## config.mk

```make
export PLATFORM = sky130hd
export DESIGN_NAME = mem_bus_arbiter
export DESIGN_NICKNAME = d
export VERILOG_FILES = /design/src/rtl/mem_bus_pkg.sv /design/src/rtl/rr_arb2.sv /design/src/rtl/mem_bus_arbiter.sv
export SDC_FILE = /design/constraint.sdc
export NUM_CORES = 1
export LEC_CHECK = 0
export CELL_PAD_IN_SITES_DETAIL_PLACEMENT = 1
export CELL_PAD_IN_SITES_GLOBAL_PLACEMENT = 2
export CORE_ASPECT_RATIO = 1.25
export CORE_MARGIN = 2
export CORE_UTILIZATION = 24
export DETAILED_ROUTE_END_ITERATION = 12
export PLACE_DENSITY_LB_ADDON = 0.1
export SETUP_SLACK_MARGIN = 0.4
export SYNTH_ARGS = -nofsm -noshare
export SYNTH_HDL_FRONTEND = slang
export SYNTH_HIERARCHICAL = 1
export SYNTH_SLANG_ARGS = --single-unit
```

## constraint.sdc

```tcl
create_clock -name clk -period 2.8 [get_ports clk]
set_clock_uncertainty 0.15 [all_clocks]
set_input_delay 0.28 -clock clk [delete_from_list [all_inputs] [get_ports clk]]
set_output_delay 0.28 -clock clk [all_outputs]
set_load 0.01 [all_outputs]
```

## src/rtl/mem_bus_pkg.sv

```systemverilog
// mem_bus_pkg: shared state encoding, address map and grant encodings for the data-memory bus.
package mem_bus_pkg;
  typedef enum logic [1:0] {IDLE, BUSY, DONE} state_t;
  localparam logic [31:0] RAM_BASE = 32'h0000_0000;
  localparam logic [31:0] RAM_END = 32'h0000_00FF;
  localparam logic [31:0] IO_BASE = 32'h0000_0100;
  localparam logic [31:0] IO_END = 32'h0000_01FF;
  localparam logic [31:0] ADDR_LIMIT_DEF = IO_END;
  localparam logic [1:0] GNT_NONE = 2'b00;
  localparam logic [1:0] GNT_M0 = 2'b01;
  localparam logic [1:0] GNT_M1 = 2'b10;
endpackage

```

## src/rtl/rr_arb2.sv

```systemverilog
// rr_arb2: combinational two-way picker; round-robin on last grant, or m0 wins ties when fixed.
module rr_arb2 (
  input  logic [1:0] i_req,
  input  logic       i_last_grant,
  input  logic       i_fixed_prio,
  output logic [1:0] o_gnt
);
  assign o_gnt[0] = i_req[0] & (~i_req[1] | i_fixed_prio | i_last_grant);
  assign o_gnt[1] = i_req[1] & ~o_gnt[0];
endmodule

```

## src/rtl/mem_bus_arbiter.sv

```systemverilog
// mem_bus_arbiter: serialises CPU (m0) and debug/DMA (m1) transactions onto the data bus with timeout and range check.
module mem_bus_arbiter
  import mem_bus_pkg::*;
#(
  parameter int          TIMEOUT_CYCLES = 16,
  parameter logic [31:0] ADDR_LIMIT     = ADDR_LIMIT_DEF,
  parameter bit          FIXED_PRIO     = 1'b0
) (
  input  logic        clk,
  input  logic        rst_n,
  input  logic        i_m0_req,
  input  logic        i_m0_we,
  input  logic [31:0] i_m0_addr,
  input  logic [31:0] i_m0_wdata,
  output logic        o_m0_ready,
  output logic        o_m0_err,
  output logic [31:0] o_m0_rdata,
  input  logic        i_m1_req,
  input  logic        i_m1_we,
  input  logic [31:0] i_m1_addr,
  input  logic [31:0] i_m1_wdata,
  output logic        o_m1_ready,
  output logic        o_m1_err,
  output logic [31:0] o_m1_rdata,
  output logic        o_bus_req,
  output logic        o_bus_we,
  output logic [31:0] o_bus_addr,
  output logic [31:0] o_bus_wdata,
  input  logic [31:0] i_bus_rdata,
  input  logic        i_bus_ack,
  output logic [1:0]  o_grant
);
  state_t      r_state;
  logic        r_last;
  logic [7:0]  r_cnt;
  logic [1:0]  r_grant;
  logic        r_bus_req, r_bus_we;
  logic [31:0] r_bus_addr, r_bus_wdata;
  logic        r_m0_ready, r_m0_err, r_m1_ready, r_m1_err;
  logic [31:0] r_m0_rdata, r_m1_rdata;
  logic [1:0]  w_gnt, w_own;
  logic        w_we, w_oor, w_tmo, w_fin, w_err;
  logic [31:0] w_addr, w_wdata, w_rdata;

  rr_arb2 u_arb (
    .i_req       ({i_m1_req, i_m0_req}),
    .i_last_grant(r_last),
    .i_fixed_prio(FIXED_PRIO),
    .o_gnt       (w_gnt)
  );

  assign w_we    = w_gnt[1] ? i_m1_we : i_m0_we;
  assign w_addr  = w_gnt[1] ? i_m1_addr : i_m0_addr;
  assign w_wdata = w_gnt[1] ? i_m1_wdata : i_m0_wdata;
  assign w_oor   = w_addr > ADDR_LIMIT;
  assign w_tmo   = r_cnt == 8'(TIMEOUT_CYCLES - 1);
  // A completion is either an out-of-range reject straight from IDLE or the end of a BUSY cycle
  assign w_fin   = (r_state == IDLE && |w_gnt && w_oor) || (r_state == BUSY && (i_bus_ack || w_tmo));
  assign w_own   = r_state == IDLE ? w_gnt : r_grant;
  assign w_err   = r_state == IDLE || !i_bus_ack;
  assign w_rdata = (r_state == BUSY && i_bus_ack && !r_bus_we) ? i_bus_rdata : '0;

  always_ff @(posedge clk or negedge rst_n) begin
    if (!rst_n) begin
      r_state     <= IDLE;
      r_last      <= 1'b1;
      r_cnt       <= '0;
      r_grant     <= GNT_NONE;
      r_bus_req   <= 1'b0;
      r_bus_we    <= 1'b0;
      r_bus_addr  <= '0;
      r_bus_wdata <= '0;
      r_m0_ready  <= 1'b0;
      r_m0_err    <= 1'b0;
      r_m0_rdata  <= '0;
      r_m1_ready  <= 1'b0;
      r_m1_err    <= 1'b0;
      r_m1_rdata  <= '0;
    end else begin
      r_m0_ready <= w_fin & w_own[0];
      r_m1_ready <= w_fin & w_own[1];
      r_m0_err   <= w_fin & w_own[0] & w_err;
      r_m1_err   <= w_fin & w_own[1] & w_err;
      if (w_fin && w_own[0]) r_m0_rdata <= w_rdata;
      if (w_fin && w_own[1]) r_m1_rdata <= w_rdata;
      case (r_state)
        IDLE: if (|w_gnt) begin
          r_grant     <= w_gnt;
          r_last      <= w_gnt[1];
          r_bus_addr  <= w_addr;
          r_bus_wdata <= w_wdata;
          r_bus_req   <= ~w_oor;
          r_bus_we    <= w_we & ~w_oor;
          r_state     <= w_oor ? DONE : BUSY;
        end
        BUSY: if (w_fin) begin
          r_bus_req <= 1'b0;
          r_bus_we  <= 1'b0;
          r_state   <= DONE;
        end else r_cnt <= r_cnt + 8'd1;
        DONE: begin
          r_state <= IDLE;
          r_grant <= GNT_NONE;
          r_cnt   <= '0;
        end
        default: r_state <= IDLE;
      endcase
    end
  end

  assign o_m0_ready  = r_m0_ready;
  assign o_m0_err    = r_m0_err;
  assign o_m0_rdata  = r_m0_rdata;
  assign o_m1_ready  = r_m1_ready;
  assign o_m1_err    = r_m1_err;
  assign o_m1_rdata  = r_m1_rdata;
  assign o_bus_req   = r_bus_req;
  assign o_bus_we    = r_bus_we;
  assign o_bus_addr  = r_bus_addr;
  assign o_bus_wdata = r_bus_wdata;
  assign o_grant     = r_grant;
endmodule

```

==> results.sh, run 1 <==
export IMPL_synthesis_area_mm2=0.00642
export IMPL_root_buffer="clkbuf_16"
export IMPL_layout_min_cycle_time_ps=2280
export IMPL_regArea_mm2=0.00368
export IMPL_fin_cells=1283
export IMPL_core_mm2=0.0262
export IMPL_diodes=0
export IMPL_dr_first_iter_drc_count=165
export IMPL_tightest_slew_ps=687
export IMPL_p_per_area_mw_per_mm2=620
export IMPL_hpwlAfterDp_um=17900
export IMPL_antenna_left=0
export IMPL_grt_pass1_vias=6541
export IMPL_worstPathMaxFanout=7
export IMPL_crit_slowest_cell="dfstp_2"
export IMPL_worst_setup_path_type="reg -> reg"
export IMPL_slew_viol_final=0
export IMPL_power_leakage_nw=4.27
export IMPL_drive_above_1_share=0.0700
export IMPL_post_route_period_util=0.814
export IMPL_grt_setup_unrepaired="yes"
export IMPL_cts_clk_slew_worst_paths_ps=70
export IMPL_hold_viol_final=0
export IMPL_tritoncts="yes"
export IMPL_synthDistinctLibCells=41
export IMPL_critPathArrivalTime_ps=2430
export IMPL_antenna_found_initial=2
export IMPL_drt_first_pass_iters=4
export IMPL_start_util=0.245
export IMPL_setup_violations_final=0
export IMPL_synth_area_per_cell_um2=10.1
export IMPL_drt_wl_total_um=23200
export IMPL_slowest_delay_ps=540
export IMPL_syn2layout_area_growth_pct=63.9
export IMPL_num_io_pins=303
export IMPL_dieWidth_um=150
export IMPL_worstPathCellList="o21ai_1 -> and2_4 -> nor4_2 -> nand4_1 -> a22oi_4 -> buf_4 -> o31ai_1 -> nor2b_1"
export IMPL_synth_edf_count=0
export IMPL_worstSkewPairLatency_ps=420
export IMPL_vias=5823
export IMPL_die_area_mm2=0.0281
export IMPL_hold_class="in -> async"
export IMPL_total_power_w=0.00652
export IMPL_stdcell_area_mm2=0.0105
export IMPL_h_tree_depth=4
export IMPL_ys_flop_type="dfrtp_1"
export IMPL_r2r_slack_ps=520
export IMPL_overflow=0
export IMPL_async_flop_share=1.00
export IMPL_cts_sinks=147
export IMPL_rr_worst_depth=8
export IMPL_ys_warn_count=6
export IMPL_placementRows=66
export IMPL_post_cts_setup_buffer_count=0
export IMPL_r2r_start="r_last"
export IMPL_dp_cells=1250
export IMPL_finalSetupTns_ps=0
export IMPL_clockBufferDepth=2
export IMPL_netlist_instances=635
export IMPL_slew_limit_headroom=0.542
export IMPL_holdWs_ps=298
export IMPL_crit_required_ps=2950
export IMPL_cap_viol_max_count=0
export IMPL_multiInputGateArea_mm2=0.00260
export IMPL_status="completed"
export IMPL_cp_end_kind="register"
export IMPL_via_per_inst=4.54
export IMPL_max_freq_ghz=0.439
export IMPL_r2r_end="o_m1_err"
export IMPL_n_fill_cell=2891
export IMPL_seq_area_frac_synth=0.573
export IMPL_avgRoutedWirePerCell_um=18.1
export IMPL_track_usage=0.168
export IMPL_ir_drop_uv=424
export IMPL_nNetsFinal=1098
export IMPL_synth_seq_cells=147
export IMPL_grt_max_degree=73
export IMPL_dpl_cell_area_mm2=0.00993
export IMPL_route_detailed_drc=0
export IMPL_grt_first_pass_wirelength_um=36900
export IMPL_setup_worst_path_start_class="register"
export IMPL_die_y_um=187
export IMPL_io_buffers=302
export IMPL_numCtsBuffers=17
export IMPL_place_gp_congestion=0.771
==> logic make-up after synthesis <==
group / after synthesis / synth area share
fa+ha+maj: 1 / 0.00195
other cells: 1 / 0.000584
compound gates: 149 / 0.136
simple gates: 220 / 0.148
buf+inv: 48 / 0.0333
xor+xnor: 4 / 0.00546
mux: 65 / 0.101
flops: 147 / 0.573
==> through the flow <==
stage / worst slack, ps / utilization
CTS: 510 / 0.401
detailed placement: 237 / 0.379
global placement: 281 / 0.379
finish: 521 / 0.402
global route: 394 / 0.402
floorplan: 630 / -
==> layout make-up <==
cell class                      count  share of cell area
Clock buffer                       18              0.0408
Clock inverter                     14              0.0114
Inverter                            2            0.000714
Multi-Input combinational cell    441               0.247
Sequential cell                   147               0.350
Tap cell                          340              0.0404
Timing Repair Buffer              321               0.310
==> metal layers <==
layer	up-vias	wire (um)	track usage
li1	2817	-	-
met1	2781	9020	0.187
met2	208	11600	0.292
met3	15	2350	0.0771
met4	2	221	0.0385
met5	-	15	0
==> flip-flops by register name, indices dropped and copies added, names as in the netlist <==
signal,flops
o_m1_err,1
r_cnt,8
o_m1_ready,1
o_bus_addr,32
r_state,2
o_m1_rdata,32
o_bus_we,1
o_bus_req,1
o_bus_wdata,32
o_grant,2
r_last,1
o_m0_rdata,32
o_m0_ready,1
o_m0_err,1
==> repair_timing <==
action | CTS | global route
resized for setup | 0 | 5
setup endpoints to repair | 0 | 6
hold buffers | 1 | 0
hold endpoints to repair | 64 | 0
==> worst max-delay path, delay by kind of cell, from the launching register on <==
kind	cells	cell delay (ps)
DFF	1	540
buffers and inverters	1	200
and+or+nand+nor	4	800
AOI/OAI and AO/OA	3	470
==> cell usage in the layout (no fill, tap or decap), types with 2 or more instances in the layout <==
cell type,count
inv_8,3
buf_4,11
mux2i_1,65
xor2_1,2
nand3_1,7
and3_1,4
nor2b_1,3
dfrtp_1,146
clkinvlp_4,5
conb_1,2
nand4_1,2
o22ai_2,2
nor4_2,2
nand2b_1,2
nand3_2,2
a21o_1,2
nor3_1,2
clkbuf_16,17
xnor2_1,2
clkdlybuf4s50_1,301
nand2_1,172
nor2_1,10
nor4_1,6
o21ai_0,71
inv_1,2
buf_12,7
inv_6,5
o22ai_1,64
==> power breakdown <==
group	leakage, nW	internal (W)	switching (W)
Combinational	2.08	0.000948	0.000799
Clock	0.256	0.00116	0.000999
Sequential	1.93	0.00243	0.000182
Total	4.27	0.00454	0.00198
==> synthesized netlist by cell type, types with 2 or more instances <==
cell        n  area (um^2)
buf_6       2         22.5
nand3_1     9         45.0
a21o_1      2         15.0
and3_1      4         25.0
nor2b_1     3         18.8
nand2b_1    2         12.5
nor4b_2     2         30.0
mux2i_1    65          651
buf_2      12         60.1
nor3_1      2         10.0
dfrtp_1   146         3650
nor4_2      2         25.0
o22ai_1    66          413
nand4_1     2         12.5
clkbuf_1   27          101
nor2_1     10         37.5
nor4_1      7         43.8
nand2_1   172          646
inv_1       2         7.51
xor2_1      2         17.5
o21ai_1     2         10.0
xnor2_1     2         17.5
o21ai_0    71          355
buf_1       4         15.0
==> how the worst max path moves through the flow <==
stage                                end  slack (ps)  cells past startpoint     start
final                           o_m1_err         520                      8    r_last
after detailed placement  o_m0_rdata[23]         240                      9  i_m0_req
after floorplan            o_m0_rdata[1]         630                      9    r_last
after CTS                 o_m0_rdata[23]         510                      8    r_last
after global placement          o_m1_err         280                      9  i_m0_req
after global routing            o_m1_err         390                      8    r_last
No activity file was read; power rests on OpenSTA's default activity.
==> run 2, diff against run 1 <==
==> constraint.sdc (replaced) <==
create_clock -name clk -period 2.4 [get_ports clk]
set_clock_uncertainty 0.15 [all_clocks]
set_input_delay 0.24 -clock clk [delete_from_list [all_inputs] [get_ports clk]]
set_output_delay 0.24 -clock clk [all_outputs]
set_load 0.01 [all_outputs]
==> results.sh, run 2 (synthesized netlist as in run 1, its figures left out) <==
export IMPL_numCtsBuffers=17
export IMPL_drt_first_pass_iters=4
export IMPL_final_common_cell="clkdlybuf4s50_1"
export IMPL_worstSkewPairLatency_ps=420
export IMPL_setup_worst_path_start_class="input port"
export IMPL_grt_max_degree=72
export IMPL_finalSetupTns_ps=0
export IMPL_antenna_found_initial=0
export IMPL_start_util=0.245
export IMPL_hold_class="in -> async"
export IMPL_grt_first_pass_wirelength_um=38000
export IMPL_p_per_area_mw_per_mm2=716
export IMPL_fin_util=0.437
export IMPL_core_mm2=0.0262
export IMPL_status="completed"
export IMPL_crit_family="buffers and inverters"
export IMPL_drt_wl_total_um=25600
export IMPL_cpMostUsedCell="buf_6"
export IMPL_n_fill_cell=2837
export IMPL_critPathBufInv=4
export IMPL_final_cell_mix="301 x clkdlybuf4s50_1, 172 x nand2_1, 146 x dfrtp_1"
export IMPL_grt_setup_unrepaired="yes"
export IMPL_place_gp_congestion=0.765
export IMPL_avgRoutedWirePerCell_um=19.2
export IMPL_vias=6156
export IMPL_track_usage=0.175
export IMPL_tightest_slew_ps=736
export IMPL_layout_min_cycle_time_ps=2210
export IMPL_die_y_um=187
export IMPL_slowest_delay_ps=510
export IMPL_max_freq_ghz=0.453
export IMPL_nNetsFinal=1149
export IMPL_worstPathMaxFanout=8
export IMPL_grt_pass1_vias=6796
export IMPL_die_area_mm2=0.0281
export IMPL_antenna_left=0
export IMPL_h_tree_depth=4
export IMPL_cts_sinks=147
export IMPL_post_route_period_util=0.920
export IMPL_drive_above_1_share=0.132
export IMPL_crit_required_ps=2590
export IMPL_overflow=0
export IMPL_slew_viol_final=0
export IMPL_route_detailed_drc=0
export IMPL_dieWidth_um=150
export IMPL_placementRows=66
export IMPL_ir_drop_uv=489
export IMPL_worstPathCellList="clkdlybuf4s50_1 -> nor4_1 -> buf_4 -> nand4_1 -> a22oi_4 -> buf_6 -> buf_6 -> nor2_4 -> o22ai_1"
export IMPL_tritoncts="yes"
export IMPL_clockBufferDepth=2
export IMPL_cap_viol_max_count=0
export IMPL_cts_clk_slew_worst_paths_ps=70
export IMPL_dr_first_iter_drc_count=174
export IMPL_critPathArrivalTime_ps=2400
export IMPL_root_buffer="clkbuf_16"
export IMPL_power_leakage_nw=4.72
export IMPL_diodes=0
export IMPL_via_per_inst=4.61
export IMPL_slew_limit_headroom=0.509
export IMPL_hpwlAfterDp_um=18200
export IMPL_io_buffers=302
export IMPL_num_io_pins=303
export IMPL_crit_slowest_cell="nor4_1"
export IMPL_hold_viol_final=0
export IMPL_worst_setup_path_type="in -> reg"
export IMPL_syn2layout_area_growth_pct=78.1
export IMPL_setup_violations_final=0
export IMPL_cp_end_kind="register"
==> run 2: changes by cell type in the layout (fill, tap and decap cells not counted), sizes merged <==
cell      change
buf          +36
clkbuf       +13
clkinv        +2
clkinvlp      -2
nor2          +2
==> run 2: layer usage <==
| layer | wire, um | track usage | vias up |
|---|---|---|---|
| met5 | 0 | 0 | - |
| met4 | 267 | 0.0388 | 0 |
| met3 | 2310 | 0.0734 | 15 |
| met2 | 12900 | 0.297 | 217 |
| met1 | 10100 | 0.204 | 2996 |
| li1 | - | - | 2928 |
==> run 2: path summary, 6_finish.rpt <==
check | startpoint | endpoint | slack [ps] | depth (start not counted)
worst max-delay path | i_m0_addr[30] | o_m0_rdata[0] | 190 | 9
worst min-delay path | rst_n | o_m1_rdata[17] | 260 | 2
worst max register to register | r_last | o_m0_rdata[0] | 200 | 10
worst min register to register | o_bus_addr[21] | o_bus_addr[21] | 330 | 2
max in group asynchronous | rst_n | o_bus_addr[11] | 1090 | 3
min in group clk | i_bus_rdata[19] | o_m0_rdata[19] | 270 | 3
==> run 2: layout make-up <==
class,instances,area (um^2),area share
clock inverter,14,116,0.0102
sequential,147,3680,0.322
tap,340,425,0.0372
inverter,2,7.51,0.000657
clock buffer,18,439,0.0384
timing repair buffer,370,4050,0.354
multi-input combinational,443,2710,0.237
==> run 2: report_power, final <==
group / internal (W) / leakage, nW / total (W) / switching, W
logic: 0.00148 / 2.52 / 0.00258 / 0.00109
registers: 0.00284 / 1.93 / 0.00306 / 0.000225
clock network: 0.00138 / 0.268 / 0.00254 / 0.00116
==> run 2: stage by stage <==
| stage | cell area [um^2] | setup slack, ps | cells | hold slack, ps | total power, W |
|---|---|---|---|---|---|
| floorplan | 6450 | 427 | 636 | -206 | 0.00380 |
| global placement | 10100 | -128 | 1266 | 167 | 0.00520 |
| detailed placement | 10100 | -172 | 1266 | 182 | 0.00524 |
| CTS | 10900 | 177 | 1311 | 250 | 0.00795 |
| global route | 11400 | 69.3 | 1334 | 279 | 0.00863 |
| finish | 11400 | 193 | 1334 | 262 | 0.00818 |
==> run 2: timing repair <==
item                                   in CTS  in global routing
pin swaps                                   9                 12
resized for setup                          18                 66
hold buffers                                1                  0
gates cloned                                4                 17
setup endpoints to repair                  74                138
endpoints found under the hold margin      65                  0
buffers inserted                            8                  6
==> run 2: worst reg2reg max path, stage by stage, from the launching register on <==
cell,delay (ps)
dfstp_2,570
o21ai_2,70
and2_4,170
buf_6,120
nor4_2,120
nand3_1,140
a22oi_4,300
buf_6,150
buf_6,90
nor2_4,70
o22ai_1,190
==> run 3, diff against run 2 <==
--- a/config.mk
+++ b/config.mk
@@ -12,6 +12,7 @@
 export CORE_UTILIZATION = 24
 export DETAILED_ROUTE_END_ITERATION = 12
 export PLACE_DENSITY_LB_ADDON = 0.1
+export REMOVE_ABC_BUFFERS = 1
 export SETUP_SLACK_MARGIN = 0.4
 export SYNTH_ARGS = -nofsm -noshare
 export SYNTH_HDL_FRONTEND = slang
==> results.sh, run 3 (synthesized netlist as in run 1, its figures left out) <==
export IMPL_status="completed"
export IMPL_crit_required_ps=2600
export IMPL_post_route_period_util=0.958
export IMPL_max_freq_ghz=0.435
export IMPL_dr_first_iter_drc_count=203
export IMPL_setup_violations_final=0
export IMPL_antenna_left=0
export IMPL_worstPathMaxFanout=5
export IMPL_grt_setup_unrepaired="yes"
export IMPL_nNetsFinal=1119
export IMPL_start_util=0.245
export IMPL_drt_wl_total_um=24500
export IMPL_critPathArrivalTime_ps=2500
export IMPL_dieWidth_um=150
export IMPL_placementRows=66
export IMPL_power_leakage_nw=4.54
export IMPL_worst_setup_path_type="reg -> reg"
export IMPL_core_mm2=0.0262
export IMPL_final_common_cell="clkdlybuf4s50_1"
export IMPL_io_buffers=302
export IMPL_place_gp_congestion=0.754
export IMPL_via_per_inst=4.61
export IMPL_numCtsBuffers=17
export IMPL_regArea_mm2=0.00368
export IMPL_hpwlAfterDp_um=17700
export IMPL_slew_viol_final=0
export IMPL_grt_pass1_vias=6764
export IMPL_final_cell_mix="301 x clkdlybuf4s50_1, 172 x nand2_1, 146 x dfrtp_1"
export IMPL_h_tree_depth=4
export IMPL_tightest_slew_ps=599
export IMPL_overflow=0
export IMPL_antenna_found_initial=3
export IMPL_route_detailed_drc=0
export IMPL_root_buffer="clkbuf_16"
export IMPL_slew_limit_headroom=0.600
export IMPL_die_y_um=187
export IMPL_layout_min_cycle_time_ps=2300
export IMPL_ir_drop_uv=484
export IMPL_cts_sinks=147
export IMPL_worstSkewPairLatency_ps=420
export IMPL_setup_worst_path_start_class="register"
export IMPL_n_fill_cell=2835
export IMPL_grt_first_pass_wirelength_um=38400
export IMPL_vias=6027
export IMPL_p_per_area_mw_per_mm2=728
export IMPL_cts_clk_slew_worst_paths_ps=60
export IMPL_drt_first_pass_iters=4
export IMPL_hold_class="in -> async"
export IMPL_grt_max_degree=67
export IMPL_dpl_cell_area_mm2=0.0100
export IMPL_num_io_pins=303
export IMPL_hold_viol_final=0
export IMPL_fin_util=0.427
export IMPL_die_area_mm2=0.0281
export IMPL_tritoncts="yes"
export IMPL_drive_above_1_share=0.123
export IMPL_clockBufferDepth=2
export IMPL_cap_viol_max_count=0
export IMPL_avgRoutedWirePerCell_um=18.7
export IMPL_cp_end_kind="register"
export IMPL_syn2layout_area_growth_pct=74.2
export IMPL_multiInputGateArea_mm2=0.00280
export IMPL_stdcell_area_mm2=0.0112
export IMPL_track_usage=0.179
[run 3: cell count changes in the layout (fill, tap and decap cells not counted), moves of 7 or more]
cell,before,now
o21ai_0,31,69
o21ai_1,37,0
o22ai_1,56,37
buf_8,7,0
clkbuf_16,30,17
buf_4,24,13
o22ai_2,10,28
[run 3: final timing paths]
kind	from	end	slack [ps]	cells after the start
max	r_last	o_m1_err	100	11
min	rst_n	o_m0_rdata[18]	230	2
max reg2reg	r_last	o_m1_err	100	11
min reg2reg	o_bus_wdata[27]	o_bus_wdata[27]	330	2
max in group asynchronous	rst_n	r_last	1120	3
min in group clk	i_bus_rdata[20]	o_m0_rdata[20]	260	3
[run 3: timing repair]
action,in CTS,in global routing
hold buffers,1,0
gates cloned,4,0
gates resized for setup,43,10
endpoints found under the hold margin,56,0
setup endpoints to repair,76,113
pin swaps,23,3
setup buffers,9,2
[run 3: per-stage QoR]
stage | hold slack [ps] | total power [W] | setup WS, ps | setup TNS [ps] | std cells
CTS | 232 | 0.00827 | 93.2 | 0 | 1301
finish | 230 | 0.00814 | 102 | 0 | 1307
floorplan | -206 | 0.00379 | -4590 | -450190 | 590
global placement | 113 | 0.00519 | -157 | -7340 | 1256
detailed placement | 122 | 0.00522 | -202 | -9780 | 1256
global route | 262 | 0.00858 | -21.9 | -236 | 1305
[run 3: report_power, final]
part,leakage [nW],internal (W),total [W],switching (W)
sequential,1.93,0.00284,0.00306,0.000220
combinational,2.30,0.00124,0.00224,0.000994
clock,0.306,0.00176,0.00284,0.00108
[run 3: worst max-delay path: stages, from the launching register on]
cell and delay, ps:
dfstp_2 550, o21ai_2 50, and2_4 190, buf_6 120, nor4b_4 120, nand4_1 130, a22oi_4 110, buf_6 130
buf_6 100, buf_6 120, o31ai_1 280, nor2b_1 170
[run 3: layout make-up]
class	instances	area share
antenna	4	0.000895
timing repair buffer	342	0.325
multi-input combinational	441	0.251
inverter	2	0.000671
tap	340	0.0380
clock inverter	13	0.0163
clock buffer	18	0.0393
sequential	147	0.329
[run 3: per-layer routing]
metal / up-vias / part of all wire / track usage
met5: - / 0 / 0
met4: 0 / 0.016 / 0.0595
met3: 20 / 0.096 / 0.0741
met2: 221 / 0.50 / 0.304
met1: 2921 / 0.39 / 0.202
li1: 2865 / - / -
